<file path="config.mk">
export PLATFORM = sky130hd
export DESIGN_NAME = card_dealer
export DESIGN_NICKNAME = d
export VERILOG_FILES = /design/src/rtl/card_pkg.sv /design/src/rtl/card_decode.sv /design/src/rtl/card_dealer.sv
export SDC_FILE = /design/constraint.sdc
export NUM_CORES = 1
export LEC_CHECK = 0
export ABC_AREA = 1
export BUFFER_PORTS_ARGS = -buffer_cell sky130_fd_sc_hd__clkbuf_2
export CAP_MARGIN = 20
export CORE_MARGIN = 5
export CORE_UTILIZATION = 45
export CTS_BUF_LIST = sky130_fd_sc_hd__clkbuf_8
export CTS_CLUSTER_DIAMETER = 200
export CTS_CLUSTER_SIZE = 10
export DETAILED_ROUTE_END_ITERATION = 10
export MAX_ROUTING_LAYER = met4
export PLACE_DENSITY = 0.65
export SYNTH_ARGS = -nofsm -noshare
export SYNTH_HDL_FRONTEND = slang
export SYNTH_SLANG_ARGS = --single-unit
</file>
<file path="constraint.sdc">
create_clock -name clk -period 2.2 [get_ports clk]
set_clock_uncertainty 0.05 [all_clocks]
set_input_delay 0.33 -clock clk [delete_from_list [all_inputs] [get_ports clk]]
set_output_delay 0.33 -clock clk [all_outputs]
set_load 0.02 [all_outputs]
</file>
<file path="src/rtl/card_pkg.sv">
// Shared deck constants, FSM state encoding and LFSR step for the card dealer.
package card_pkg;

    localparam int DECK_SIZE = 52;
    localparam int SUIT_SIZE = 13;
    localparam int IDX_W     = 6;
    localparam int SUIT_W    = 2;
    localparam int RANK_W    = 4;
    localparam int LFSR_W    = 8;

    // Right-shifting Galois form of x^8+x^6+x^5+x^4+1
    localparam logic [LFSR_W-1:0] LFSR_TAPS = 8'hB8;

    typedef enum logic [1:0] {
        IDLE  = 2'd0,
        PICK  = 2'd1,
        PROBE = 2'd2,
        DONE  = 2'd3
    } state_t;

    function automatic logic [LFSR_W-1:0] lfsr_next(input logic [LFSR_W-1:0] v);
        lfsr_next = {1'b0, v[LFSR_W-1:1]} ^ (v[0] ? LFSR_TAPS : '0);
    endfunction

endpackage

</file>
<file path="src/rtl/card_decode.sv">
// Combinational card index decoder: 0..51 -> suit (index / 13) and rank (index % 13).
module card_decode
    import card_pkg::*;
(
    input  logic [IDX_W-1:0]  i_idx,
    output logic [SUIT_W-1:0] o_suit,
    output logic [RANK_W-1:0] o_rank
);

    logic [IDX_W-1:0] w_base;

    // Threshold compares replace the divider; the rank is the offset from the suit base.
    always_comb begin
        o_suit = 2'd0;
        w_base = 6'd0;
        if (i_idx >= 6'd39) begin
            o_suit = 2'd3;
            w_base = 6'd39;
        end else if (i_idx >= 6'd26) begin
            o_suit = 2'd2;
            w_base = 6'd26;
        end else if (i_idx >= 6'd13) begin
            o_suit = 2'd1;
            w_base = 6'd13;
        end
        o_rank = RANK_W'(i_idx - w_base);
    end

endmodule

</file>
<file path="src/rtl/card_dealer.sv">
// Deals unique cards from a 52-card deck: LFSR pick, linear probe over a used mask,
// decoded result returned with a one-cycle acknowledge.
module card_dealer
    import card_pkg::*;
#(
    parameter int          NUM_PLAYERS = 4,
    parameter logic [7:0]  LFSR_SEED   = 8'hA5
) (
    input  logic                            clk,
    input  logic                            rst,
    input  logic                            new_round,
    input  logic                            deal_req,
    input  logic [$clog2(NUM_PLAYERS)-1:0]  deal_player,
    output logic                            deal_ack,
    output logic                            deal_nack,
    output logic [5:0]                      card_bit,
    output logic [1:0]                      card_flower,
    output logic [3:0]                      card_number,
    output logic [$clog2(NUM_PLAYERS)-1:0]  card_player,
    output logic [5:0]                      cards_left,
    output logic                            deck_empty,
    output logic [4*NUM_PLAYERS-1:0]        hand_count,
    output logic                            busy
);

    localparam int PID_W = $clog2(NUM_PLAYERS);

    state_t                    r_state;
    logic [LFSR_W-1:0]         r_lfsr;
    logic [DECK_SIZE-1:0]      r_used;
    logic [IDX_W-1:0]          r_cand;
    logic [PID_W-1:0]          r_player;
    logic                      r_ack;
    logic                      r_nack;
    logic [IDX_W-1:0]          r_card_bit;
    logic [SUIT_W-1:0]         r_flower;
    logic [RANK_W-1:0]         r_number;
    logic [PID_W-1:0]          r_card_player;
    logic [IDX_W-1:0]          r_cards_left;
    logic [4*NUM_PLAYERS-1:0]  r_hand;

    logic [IDX_W-1:0]          w_raw;
    logic [IDX_W-1:0]          w_pick;
    logic [IDX_W-1:0]          w_next_cand;
    logic [SUIT_W-1:0]         w_suit;
    logic [RANK_W-1:0]         w_rank;
    logic                      w_deck_empty;
    logic [4*NUM_PLAYERS-1:0]  w_hand_inc;

    // Fold the 6-bit LFSR slice (0..63) into the deck range with one subtract.
    assign w_raw        = r_lfsr[IDX_W-1:0];
    assign w_pick       = (w_raw < 6'(DECK_SIZE)) ? w_raw : w_raw - 6'(DECK_SIZE);
    assign w_next_cand  = (r_cand == 6'(DECK_SIZE - 1)) ? 6'd0 : r_cand + 6'd1;
    assign w_deck_empty = (r_cards_left == 6'd0);

    card_decode u_decode (
        .i_idx  (r_cand),
        .o_suit (w_suit),
        .o_rank (w_rank)
    );

    always_comb begin
        w_hand_inc = r_hand;
        for (int p = 0; p < NUM_PLAYERS; p++) begin
            if (r_player == PID_W'(p) && r_hand[4*p +: 4] != 4'hF)
                w_hand_inc[4*p +: 4] = r_hand[4*p +: 4] + 4'd1;
        end
    end

    always_ff @(posedge clk) begin
        if (rst) begin
            r_state       <= IDLE;
            r_lfsr        <= LFSR_SEED;
            r_used        <= '0;
            r_cand        <= '0;
            r_player      <= '0;
            r_ack         <= 1'b0;
            r_nack        <= 1'b0;
            r_card_bit    <= '0;
            r_flower      <= '0;
            r_number      <= '0;
            r_card_player <= '0;
            r_cards_left  <= 6'(DECK_SIZE);
            r_hand        <= '0;
        end else begin
            r_lfsr <= lfsr_next(r_lfsr);
            r_ack  <= 1'b0;
            r_nack <= 1'b0;
            // A new round overrides whatever deal is in flight; card outputs are left as-is.
            if (new_round) begin
                r_used       <= '0;
                r_cards_left <= 6'(DECK_SIZE);
                r_hand       <= '0;
                r_state      <= IDLE;
            end else begin
                case (r_state)
                    IDLE: begin
                        if (deal_req) begin
                            if (w_deck_empty) begin
                                r_nack <= 1'b1;
                            end else begin
                                r_player <= deal_player;
                                r_state  <= PICK;
                            end
                        end
                    end
                    PICK: begin
                        r_cand  <= w_pick;
                        r_state <= PROBE;
                    end
                    PROBE: begin
                        // Terminates: PROBE is only reached while at least one slot is free.
                        if (!r_used[r_cand]) begin
                            r_used[r_cand] <= 1'b1;
                            r_state        <= DONE;
                        end else begin
                            r_cand <= w_next_cand;
                        end
                    end
                    DONE: begin
                        r_card_bit    <= r_cand;
                        r_flower      <= w_suit;
                        r_number      <= w_rank;
                        r_card_player <= r_player;
                        r_ack         <= 1'b1;
                        r_cards_left  <= r_cards_left - 6'd1;
                        r_hand        <= w_hand_inc;
                        r_state       <= IDLE;
                    end
                    default: r_state <= IDLE;
                endcase
            end
        end
    end

    assign deal_ack    = r_ack;
    assign deal_nack   = r_nack;
    assign card_bit    = r_card_bit;
    assign card_flower = r_flower;
    assign card_number = r_number;
    assign card_player = r_card_player;
    assign cards_left  = r_cards_left;
    assign deck_empty  = w_deck_empty;
    assign hand_count  = r_hand;
    assign busy        = (r_state != IDLE);

endmodule

</file>
==> reports/metrics.yaml, run 1 <==
outcome:
  status: "completed"
sta:
  tightestPinTransition_ns: 0.398
  period_share_pct: 97.1
  setup-violations-final: 0
  layout_min_cycle_time_ns: 2.14
  report.final.slew_viol_count: 0
  slew_headroom_pct: 73.5
  fmax_ghz: 0.468
  hold_violations: 0
setup_path:
  max_stage_delay_ns: 0.40
  cp_cell_sequence: "inv_8, buf_8, nand2_1, nand3_1, nand2_1, o21bai_1, nand2_1, nor2_2, nand2_2, nor2_4, buf_12, clkbuf_16, nand2_1, a21oi_1"
  crit_cells: 14
  r2r_cells: 14
  endpoint: "r_used[31]$_SDFFE_PP0N_"
  crit_start: "r_cand[0]$_SDFFE_PP0P_"
  path_buf_inv: 4
  timing.rr.end: "r_used[31]$_SDFFE_PP0N_"
  timing.rr.start: "r_cand[0]$_SDFFE_PP0P_"
  rrSetupSlack_ns: 0.06
  critPathMaxFanout: 9
  cp.arrival_ns: 2.41
  cp-end-kind: "register"
  cp_top_family: "simple AND/OR/NAND/NOR gates"
  crit_top_cell: "nand2_1"
  crit_type: "reg -> reg"
  worst_path_max_delay_cell: "dfxtp_4"
  worstSetupStartpointType: "register"
  critical_path_required_ns: 2.48
clock_tree:
  root_buffer: "clkbuf_8"
  clk_pin_slew_worst_paths_ns: 0.11
  ctsLongestPathBuffers: 2
  cts_htree_levels: 3
  clkSinkCount: 108
  insertion_delay_ns: 0.40
  cts_buffers: 9
  cts_tree: "yes"
floorplan:
  ios: 46
  start_util_pct: 46.1
  num_rows: 39
  core_area_sq_mm: 0.0115
  die_h_um: 118
  die_x_um: 118
  dieArea_sq_mm: 0.0140
final_layout:
  final_util_pct: 54.1
  n_antenna_cell: 0
  synthToLayoutAreaGrowth_pct: 17.6
  instances_no_fill: 996
  drive_above_1_share_pct: 14.2
  nNetsFinal: 871
synthesis:
  synth_edf_count: 0
  synthesis.nets: 805
  yosysSeqAreaShare_pct: 40.9
  synth_seq_cells: 108
  yosysTopAreaCellShare_pct: 40.9
  synth_warnings: 0
  ys.flop_type: "dfxtp_1"
  synth.cell_area_sq_mm: 0.00528
  synthTopCellsByCount: "nand2_1 (194), dfxtp_1 (108), inv_1 (106)"
  yosysMostFrequentCell: "nand2_1"
  synth_cell_types: 34
  async_flop_share_pct: 0
  postSynthCellCount: 782
  synth.avg_cell_area_sq_um: 6.75
  yosysTopAreaCell: "dfxtp_1"
  synthTopCellsByArea: "dfxtp_1 (41%), nand2_1 (14%), a21oi_1 (7.6%)"
worst_hold_path:
  hold_class: "in -> reg"
grt:
  gr-total-overflow: 0
  grtUsageTotal_pct: 19.8
  grt_pass1_vias: 4908
  grt_max_degree: 56
  grt_pass1_wl_mm: 22.5
  antenna_found_initial: 0
route:
  drcViolationCount: 0
  routed_via_density: 5.13
  finalWirelength_mm: 13.7
  drtIter0Drc: 430
  vias: 5110
  met2_length_mm: 6.49
  highest_layer: "met4"
  drtPass1Iterations: 4
  ant_nets: 0
  routedWlPerCell_um: 13.8
  wl_met1_mm: 6.32
  dr_wl_met3_um: 717
power:
  power_frac_comb_pct: 16.2
  vdd_drop_max_mv: 0.572
  cellInternalPower_w: 0.00266
  switching_share_pct: 30.0
  p_leak_nw: 2.74
  p_sw_w: 0.00114
  p_clk_share_pct: 30.8
  seq_power_share_pct: 53.0
  power_density_mw_per_mm2: 613
placement:
  dp_hpwl_mm: 9.34
  gp_congestion: 0.853
  port_buffers: 45
  dp.cells: 973
job:
  maxCapViolCount: 0
[cell families (layout without fill, tap and decap cells)]
kind of cell | count (synthesis) | in the layout | share of synthesized area [%]
compound gates | 159 | 159 | 15.9
xor+xnor | 6 | 6 | 0.995
fa+ha+maj | 17 | 17 | 4.03
buf+inv | 140 | 211 | 10.8
flops | 108 | 108 | 40.9
simple gates | 352 | 352 | 27.3
[final cells by class]
class	count	area [sq um]
sequential	108	2170
tap	143	179
clock buffer	9	124
inverter	108	413
fill	1116	5260
clock inverter	7	57.6
multi-input combinational	534	2560
timing repair buffer	87	708
[worst register-to-register path, delay by kind of cell, from the launching register on]
| family | cells | cell delay, ns |
|---|---|---|
| AO/OA/AOI/OAI | 2 | 0.27 |
| buffers and inverters | 4 | 0.53 |
| flip-flops | 1 | 0.40 |
| AND/OR/NAND/NOR | 8 | 0.83 |
[flip-flops by register name (all words and copies together) (netlist names), 4 cells and up]
register / cells
r_used: 52
hand_count: 16
r_lfsr: 8
card_bit: 6
cards_left: 6
r_cand: 6
card_number: 4
[per-layer routing]
metal | vias to the layer above | GRT usage [%]
li1 | 2612 | -
met1 | 2353 | 24.7
met2 | 125 | 31.8
met3 | 20 | 4.35
met4 | 0 | 6.45
met5 | - | -
[worst min-delay path by stage]
stage | startpoint | to | slack, ns | cells after the start
2_1_floorplan | r_lfsr[7]$_SDFF_PP1_ | r_lfsr[6]$_SDFF_PP0_ | 0.34 | 2
3_3_place_gp | r_lfsr[7]$_SDFF_PP1_ | r_lfsr[6]$_SDFF_PP0_ | 0.34 | 2
3_5_place_dp | r_lfsr[7]$_SDFF_PP1_ | r_lfsr[6]$_SDFF_PP0_ | 0.35 | 2
4_1_cts | deal_req | deal_nack$_SDFF_PP0_ | 0.14 | 3
5_1_grt | rst | r_lfsr[6]$_SDFF_PP0_ | 0.16 | 2
6_report | deal_req | deal_nack$_SDFF_PP0_ | 0.16 | 3
[timing repair]
action | 4_1_cts | 5_1_grt
buffers inserted | 0 | 2
endpoints found under the setup margin | 0 | 60
hold buffers | 0 | 0
gates resized for setup | 0 | 21
[cells in the final DEF, fill, tap and decap left out, types with 5 or more instances in the layout]
| master | Yosys | routed |
|---|---|---|
| ha_1 | 17 | 17 |
| clkbuf_8 | 0 | 9 |
| nand4_1 | 6 | 6 |
| clkbuf_2 | 1 | 45 |
| nand3_1 | 37 | 37 |
| nand3b_1 | 5 | 5 |
| nor2_1 | 96 | 96 |
| buf_4 | 10 | 28 |
| a21oi_1 | 80 | 78 |
| inv_1 | 106 | 105 |
| a31oi_1 | 6 | 6 |
| o21ai_0 | 58 | 56 |
| o211ai_1 | 7 | 7 |
| nand2_1 | 194 | 193 |
| buf_12 | 0 | 6 |
| dfxtp_1 | 108 | 105 |
[power by group through the flow]
stage,combinational [W],sequential [W],clock (W)
6_report,0.000618,0.00202,0.00117
5_1_grt,0.000685,0.00202,0.00130
4_1_cts,0.000553,0.00201,0.00121
3_5_place_dp,0.000550,0.00206,0
3_3_place_gp,0.000542,0.00206,0
2_1_floorplan,0.000360,0.00205,0
[through the flow]
step | setup slack, ns | setup TNS, ns | instance area [sq um] | hold WS [ns] | total power [W]
3_3_place_gp | 0.140 | 0 | 5830 | 0.342 | 0.00260
3_5_place_dp | 0.0590 | 0 | 5830 | 0.348 | 0.00261
6_report | 0.0638 | 0 | 6210 | 0.162 | 0.00381
2_1_floorplan | 0.0170 | 0 | 5280 | 0.338 | 0.00241
4_1_cts | 0.0289 | 0 | 6020 | 0.140 | 0.00378
5_1_grt | -0.0613 | -0.115 | 6210 | 0.158 | 0.00401
(Power assumes the default switching activity.)
==> run 2, diff against run 1 <==
--- a/config.mk
+++ b/config.mk
@@ -16,6 +16,7 @@
 export DETAILED_ROUTE_END_ITERATION = 10
 export MAX_ROUTING_LAYER = met4
 export PLACE_DENSITY = 0.65
+export RECOVER_POWER = 50
 export SYNTH_ARGS = -nofsm -noshare
 export SYNTH_HDL_FRONTEND = slang
 export SYNTH_SLANG_ARGS = --single-unit
==> reports/metrics.yaml, run 2 (synthesized netlist as in run 1, its figures left out) <==
outcome:
  status: "completed"
grt:
  grt_pass1_wl_mm: 22.5  # unchanged
  grtUsageTotal_pct: 19.8  # unchanged
  antenna_found_initial: 0  # unchanged
  gr-total-overflow: 0  # unchanged
  grt_pass1_vias: 4908  # unchanged
  grt_max_degree: 56  # unchanged
floorplan:
  ios: 46  # unchanged
  start_util_pct: 46.1  # unchanged
  num_rows: 39  # unchanged
  die_h_um: 118  # unchanged
  core_area_sq_mm: 0.0115  # unchanged
  die_x_um: 118  # unchanged
  dieArea_sq_mm: 0.0140  # unchanged
route:
  finalWirelength_mm: 13.8  # +0.43%
  drtIter0Drc: 421  # -2.1%
  ant_nets: 0  # unchanged
  vias: 5097  # -0.25%
  drtPass1Iterations: 5  # +1
  wl_met1_mm: 6.41  # +1.6%
  routedWlPerCell_um: 13.9  # +0.43%
  met2_length_mm: 6.54  # +0.77%
  drcViolationCount: 0  # unchanged
  highest_layer: "met4"
  dr_wl_met3_um: 628  # -12%
  routed_via_density: 5.12  # -0.25%
clock_tree:
  cts_buffers: 9  # unchanged
  root_buffer: "clkbuf_8"
  cts_tree: "yes"
  cts_htree_levels: 3  # unchanged
  clk_pin_slew_worst_paths_ns: 0.11  # about the same
  insertion_delay_ns: 0.40  # about the same
  hold_buffers: 0  # unchanged
  clkSinkCount: 108  # unchanged
  ctsLongestPathBuffers: 2  # unchanged
final_layout:
  top_register: "r_used"
  mostFrequentLayoutCells: "nand2_1 (193), inv_1 (105), dfxtp_1 (105)"
  n_antenna_cell: 0  # unchanged
  largest_reg_flops: 52  # unchanged
  instances_no_fill: 996  # unchanged
  nNetsFinal: 871  # unchanged
  fill_cells: 1151  # +3.1%
  stdcell_area_sq_mm: 0.00615  # -0.87%
  drive_above_1_share_pct: 9.38  # -4.8 points
  synthToLayoutAreaGrowth_pct: 16.5
  final_util_pct: 53.7  # -0.47 points
  final_common_cell: "nand2_1"
worst_hold_path:
  hold_class: "in -> reg"
  hold_end: "deal_nack$_SDFF_PP0_"
  hp-start: "deal_req"
  worstHoldPathCells: 3  # unchanged
placement:
  gp_congestion: 0.853  # unchanged
  dp_slack_ns: 0.0590  # unchanged
  dp_hpwl_mm: 9.34  # unchanged
  port_buffers: 45  # unchanged
  dp.cells: 973  # unchanged
  place_area_sq_mm: 0.00583  # unchanged
setup_path:
  rrSetupSlack_ns: 0.07  # about the same
  critPathMaxFanout: 9  # unchanged
  crit_start: "r_cand[0]$_SDFFE_PP0P_"
  crit_type: "reg -> reg"
  cp-end-kind: "register"
  timing.rr.start: "r_cand[0]$_SDFFE_PP0P_"
  timing.rr.end: "r_used[31]$_SDFFE_PP0N_"
  cp.arrival_ns: 2.41  # about the same
  worstSetupStartpointType: "register"
  r2r_cells: 14  # unchanged
  critical_path_required_ns: 2.48  # about the same
power:
  total_power_w: 0.00381  # about the same
  vdd_drop_max_mv: 0.572  # about the same
  p_leak_nw: 2.60  # -5.1%
  power_density_mw_per_mm2: 619  # +0.93%
sta:
  hold_violations: 0  # unchanged
  layout_min_cycle_time_ns: 2.13  # -0.00808 ns
  setup-violations-final: 0  # unchanged
  slew_headroom_pct: 72.0  # -1.5 points
  report.final.slew_viol_count: 0  # unchanged
  tightestPinTransition_ns: 0.420  # +0.0227 ns
  fmax_ghz: 0.470  # +0.38%
  finalWorstSetupSlack_ns: 0.0719  # +0.00808 ns
  period_share_pct: 96.7  # -0.37 points
job:
  maxCapViolCount: 0  # unchanged
==> run 2: changes by cell type in the layout (fill, tap and decap cells not counted), sizes merged <==
cell | previous run | this run
clkbuf | 58 | 59
buf | 38 | 37
==> run 2: how the worst max path moves through the flow <==
stage / end / slack, ns / cells after the start
after floorplan: card_number[3]$_SDFFE_PP0P_ / 0.02 / 14
after global placement: card_number[3]$_SDFFE_PP0P_ / 0.14 / 13
after detailed placement: card_number[3]$_SDFFE_PP0P_ / 0.06 / 13
after CTS: r_used[11]$_SDFFE_PP0N_ / 0.03 / 12
after global routing: card_number[3]$_SDFFE_PP0P_ / -0.06 / 14
final: r_used[31]$_SDFFE_PP0N_ / 0.07 / 14
==> run 2: per-stage QoR <==
step,TNS (ns),hold slack (ns)
2_1_floorplan,0,0.338
3_3_place_gp,0,0.342
3_5_place_dp,0,0.348
4_1_cts,0,0.140
5_1_grt,-0.116,0.164
6_report,0,0.162
==> run 2: report_power, final <==
group	internal [W]	leakage, nW	switching [W]	total [W]
clock	0.000431	0.0950	0.000745	0.00118
sequential	0.00198	0.875	0.0000321	0.00202
combinational	0.000247	1.63	0.000370	0.000617
total	0.00266	2.60	0.00115	0.00381
==> run 2: what timing repair did <==
| item | in CTS | in global routing |
|---|---|---|
| gates resized for setup | 0 | 21 |
| endpoints found under the hold margin | 0 | 0 |
| setup buffers | 0 | 2 |
| setup endpoints to repair | 0 | 60 |
==> run 2: final cells by class <==
type	instances	area (sq um)	area share (%)
inverters	108	413	6.71
multi-input cells	534	2560	41.6
flip-flops and latches	108	2170	35.2
repair buffers	87	654	10.6
clock inverters	7	57.6	0.935
clock buffers	9	124	2.01
well taps	143	179	2.91
==> run 2: critical path: stages, from the launching register on <==
cell       delay, ns
dfxtp_4         0.40
inv_8           0.09
buf_8           0.12
nand2_1         0.05
nand3_1         0.09
nand2_1         0.06
o21bai_1        0.14
nand2_1         0.11
nor2_2          0.18
nand2_2         0.10
nor2_4          0.17
buf_12          0.15
clkbuf_16       0.15
nand2_1         0.05
a21oi_1         0.13
==> run 2: metal layers <==
| layer | vias up | GRT usage (%) |
|---|---|---|
| li1 | 2613 | - |
| met1 | 2357 | 24.7 |
| met2 | 107 | 31.8 |
| met4 | 0 | 6.45 |
| met5 | - | - |
| met3 | 20 | 4.35 |
==> run 3, diff against run 2 <==
--- a/config.mk
+++ b/config.mk
@@ -8,7 +8,7 @@
 export ABC_AREA = 1
 export BUFFER_PORTS_ARGS = -buffer_cell sky130_fd_sc_hd__clkbuf_2
 export CAP_MARGIN = 20
-export CORE_MARGIN = 5
+export CORE_MARGIN = 3
 export CORE_UTILIZATION = 45
 export CTS_BUF_LIST = sky130_fd_sc_hd__clkbuf_8
 export CTS_CLUSTER_DIAMETER = 200
==> reports/metrics.yaml, run 3 (synthesized netlist as in run 1, its figures left out) <==
outcome:
  status: "completed"
floorplan:
  die_h_um: 114  # -3.4%
  ios: 46  # unchanged
  die_x_um: 114  # -3.4%
  start_util_pct: 47.3  # +1.2 points
  num_rows: 38  # -2.6%
  core_area_sq_mm: 0.0112  # -2.6%
  dieArea_sq_mm: 0.0131  # -6.6%
sta:
  layout_min_cycle_time_ns: 2.04  # -0.0841 ns
  report.final.slew_viol_count: 0  # unchanged
  fmax_ghz: 0.489  # +4.1%
  setup-violations-final: 0  # unchanged
  slew_headroom_pct: 59.4  # -13 points
  tightestPinTransition_ns: 0.608  # +0.188 ns
  hold_violations: 0  # unchanged
  period_share_pct: 92.9  # -3.8 points
route:
  vias: 5023  # -1.5%
  drtPass1Iterations: 5  # unchanged
  dr_wl_met3_um: 642  # +2.2%
  wl_met1_mm: 5.90  # -8.1%
  routed_via_density: 5.10  # -0.35%
  finalWirelength_mm: 12.7  # -8.1%
  drtIter0Drc: 337  # -20%
  highest_layer: "met4"
  met2_length_mm: 6.04  # -7.7%
  routedWlPerCell_um: 12.9  # -7.0%
  drcViolationCount: 0  # unchanged
  ant_nets: 0  # unchanged
grt:
  grtUsageTotal_pct: 21.1  # +1.3 points
  grt_pass1_vias: 4673  # -4.8%
  grt_pass1_wl_mm: 21.8  # -3.1%
  antenna_found_initial: 0  # unchanged
  grt_max_degree: 53  # -5.4%
  gr-total-overflow: 0  # unchanged
setup_path:
  worstSetupStartpointType: "register"
  critPathMaxFanout: 31  # +22
  cp_cell_sequence: "clkinv_2, buf_12, nand2_1, nand3_1, nand2_1, o21ai_2, nand2_1, nor2_2, nand2_2, nor2_4, buf_12, nand2_1, a21oi_1"
  crit_top_cell: "nand2_1"
  max_stage_delay_ns: 0.38  # -0.02 ns
  path_buf_inv: 3  # -1
  worst_path_max_delay_cell: "dfxtp_4"
  crit_type: "reg -> reg"
  critical_path_required_ns: 2.47  # about the same
  cp.arrival_ns: 2.32  # -0.09 ns
  timing.rr.start: "r_cand[0]$_SDFFE_PP0P_"
  cp-end-kind: "register"
  cp_top_family: "simple AND/OR/NAND/NOR gates"
  crit_start: "r_cand[0]$_SDFFE_PP0P_"
clock_tree:
  insertion_delay_ns: 0.39  # about the same
  clk_pin_slew_worst_paths_ns: 0.11  # about the same
  cts_buffers: 9  # unchanged
  hold_buffers: 0  # unchanged
  post-cts-setup-buffers: 0  # unchanged
  clkSinkCount: 108  # unchanged
  root_buffer: "clkbuf_8"
  cts_tree: "yes"
  ctsLongestPathBuffers: 2  # unchanged
  cts_htree_levels: 3  # unchanged
final_layout:
  synthToLayoutAreaGrowth_pct: 14.0
  n_antenna_cell: 0  # unchanged
  instances_no_fill: 985  # -1.1%
  nNetsFinal: 863  # -0.92%
  mostFrequentLayoutCells: "nand2_1 (193), inv_1 (105), dfxtp_1 (105)"
  top_register: "r_used"
  final_util_pct: 53.9  # +0.24 points
  drive_above_1_share_pct: 8.64  # -0.74 points
  final_common_cell: "nand2_1"
  largest_reg_flops: 52  # unchanged
power:
  p_clk_share_pct: 33.0  # +2.1 points
  p_leak_nw: 2.53  # -2.8%
  switching_share_pct: 28.8  # -1.3 points
  vdd_drop_max_mv: 0.612  # +7.1%
  power_density_mw_per_mm2: 638  # +3.1%
  cellInternalPower_w: 0.00274  # +2.8%
  total_power_w: 0.00384  # +0.90%
  power_frac_comb_pct: 14.6  # -1.6 points
  p_sw_w: 0.00111  # -3.6%
  seq_power_share_pct: 52.4  # -0.5 points
placement:
  dp.cells: 969  # -0.41%
  gp_congestion: 0.881  # +3.2%
  port_buffers: 45  # unchanged
  dp_hpwl_mm: 9.11  # -2.4%
worst_hold_path:
  hp-start: "deal_req"
  hold_class: "in -> reg"
job:
  maxCapViolCount: 0  # unchanged
## run 3: path summary, 6_finish.rpt
kind	endpoint	slack (ns)	cells after the start
worst max register to register	r_used[39]$_SDFFE_PP0N_	0.16	13
worst max-delay path	r_used[39]$_SDFFE_PP0N_	0.16	13
worst min register to register	r_lfsr[6]$_SDFF_PP0_	0.37	2
worst min-delay path	deal_nack$_SDFF_PP0_	0.16	3
## run 3: area by class of cell
type                       count  area [sq um]
clock inverter                 7          82.6
inverter                     108           407
tap                          140           175
sequential                   108          2170
clock buffer                   9           124
timing repair buffer          79           490
multi-input combinational    534          2570
fill                        1135          5150
## run 3: what timing repair did
item	in CTS	in global routing
resized for setup	2	12
endpoints found under the setup margin	14	59
hold endpoints to repair	0	0
pin swaps	0	2
## run 3: through the flow
stage	cell area (sq um)	setup slack (ns)	hold slack, ns	TNS, ns
5_1_grt	6020	-0.00293	0.145	-0.00293
3_3_place_gp	5840	0.0800	0.346	0
4_1_cts	6040	0.0304	0.134	0
2_1_floorplan	5280	0.0170	0.338	0
6_report	6020	0.156	0.158	0
3_5_place_dp	5840	-0.00829	0.354	-0.00829
## run 3: per-layer routing
layer | vias to the layer above | track usage, %
met5 | - | -
met4 | 0 | 4.83
met3 | 8 | 5.02
met2 | 98 | 34.3
met1 | 2328 | 26.6
li1 | 2589 | -
## run 3: power groups by stage
stage,Combinational [W],Sequential [W],Clock (W)
2_1_floorplan,0.000360,0.00205,0
3_3_place_gp,0.000540,0.00206,0
3_5_place_dp,0.000547,0.00206,0
4_1_cts,0.000549,0.00201,0.00131
5_1_grt,0.000626,0.00202,0.00138
6_report,0.000561,0.00201,0.00127
## run 3: worst min-delay path, cell delays in order
cell      delay [ns]
clkbuf_2        0.09
nand2_1         0.08
nor3_1          0.05
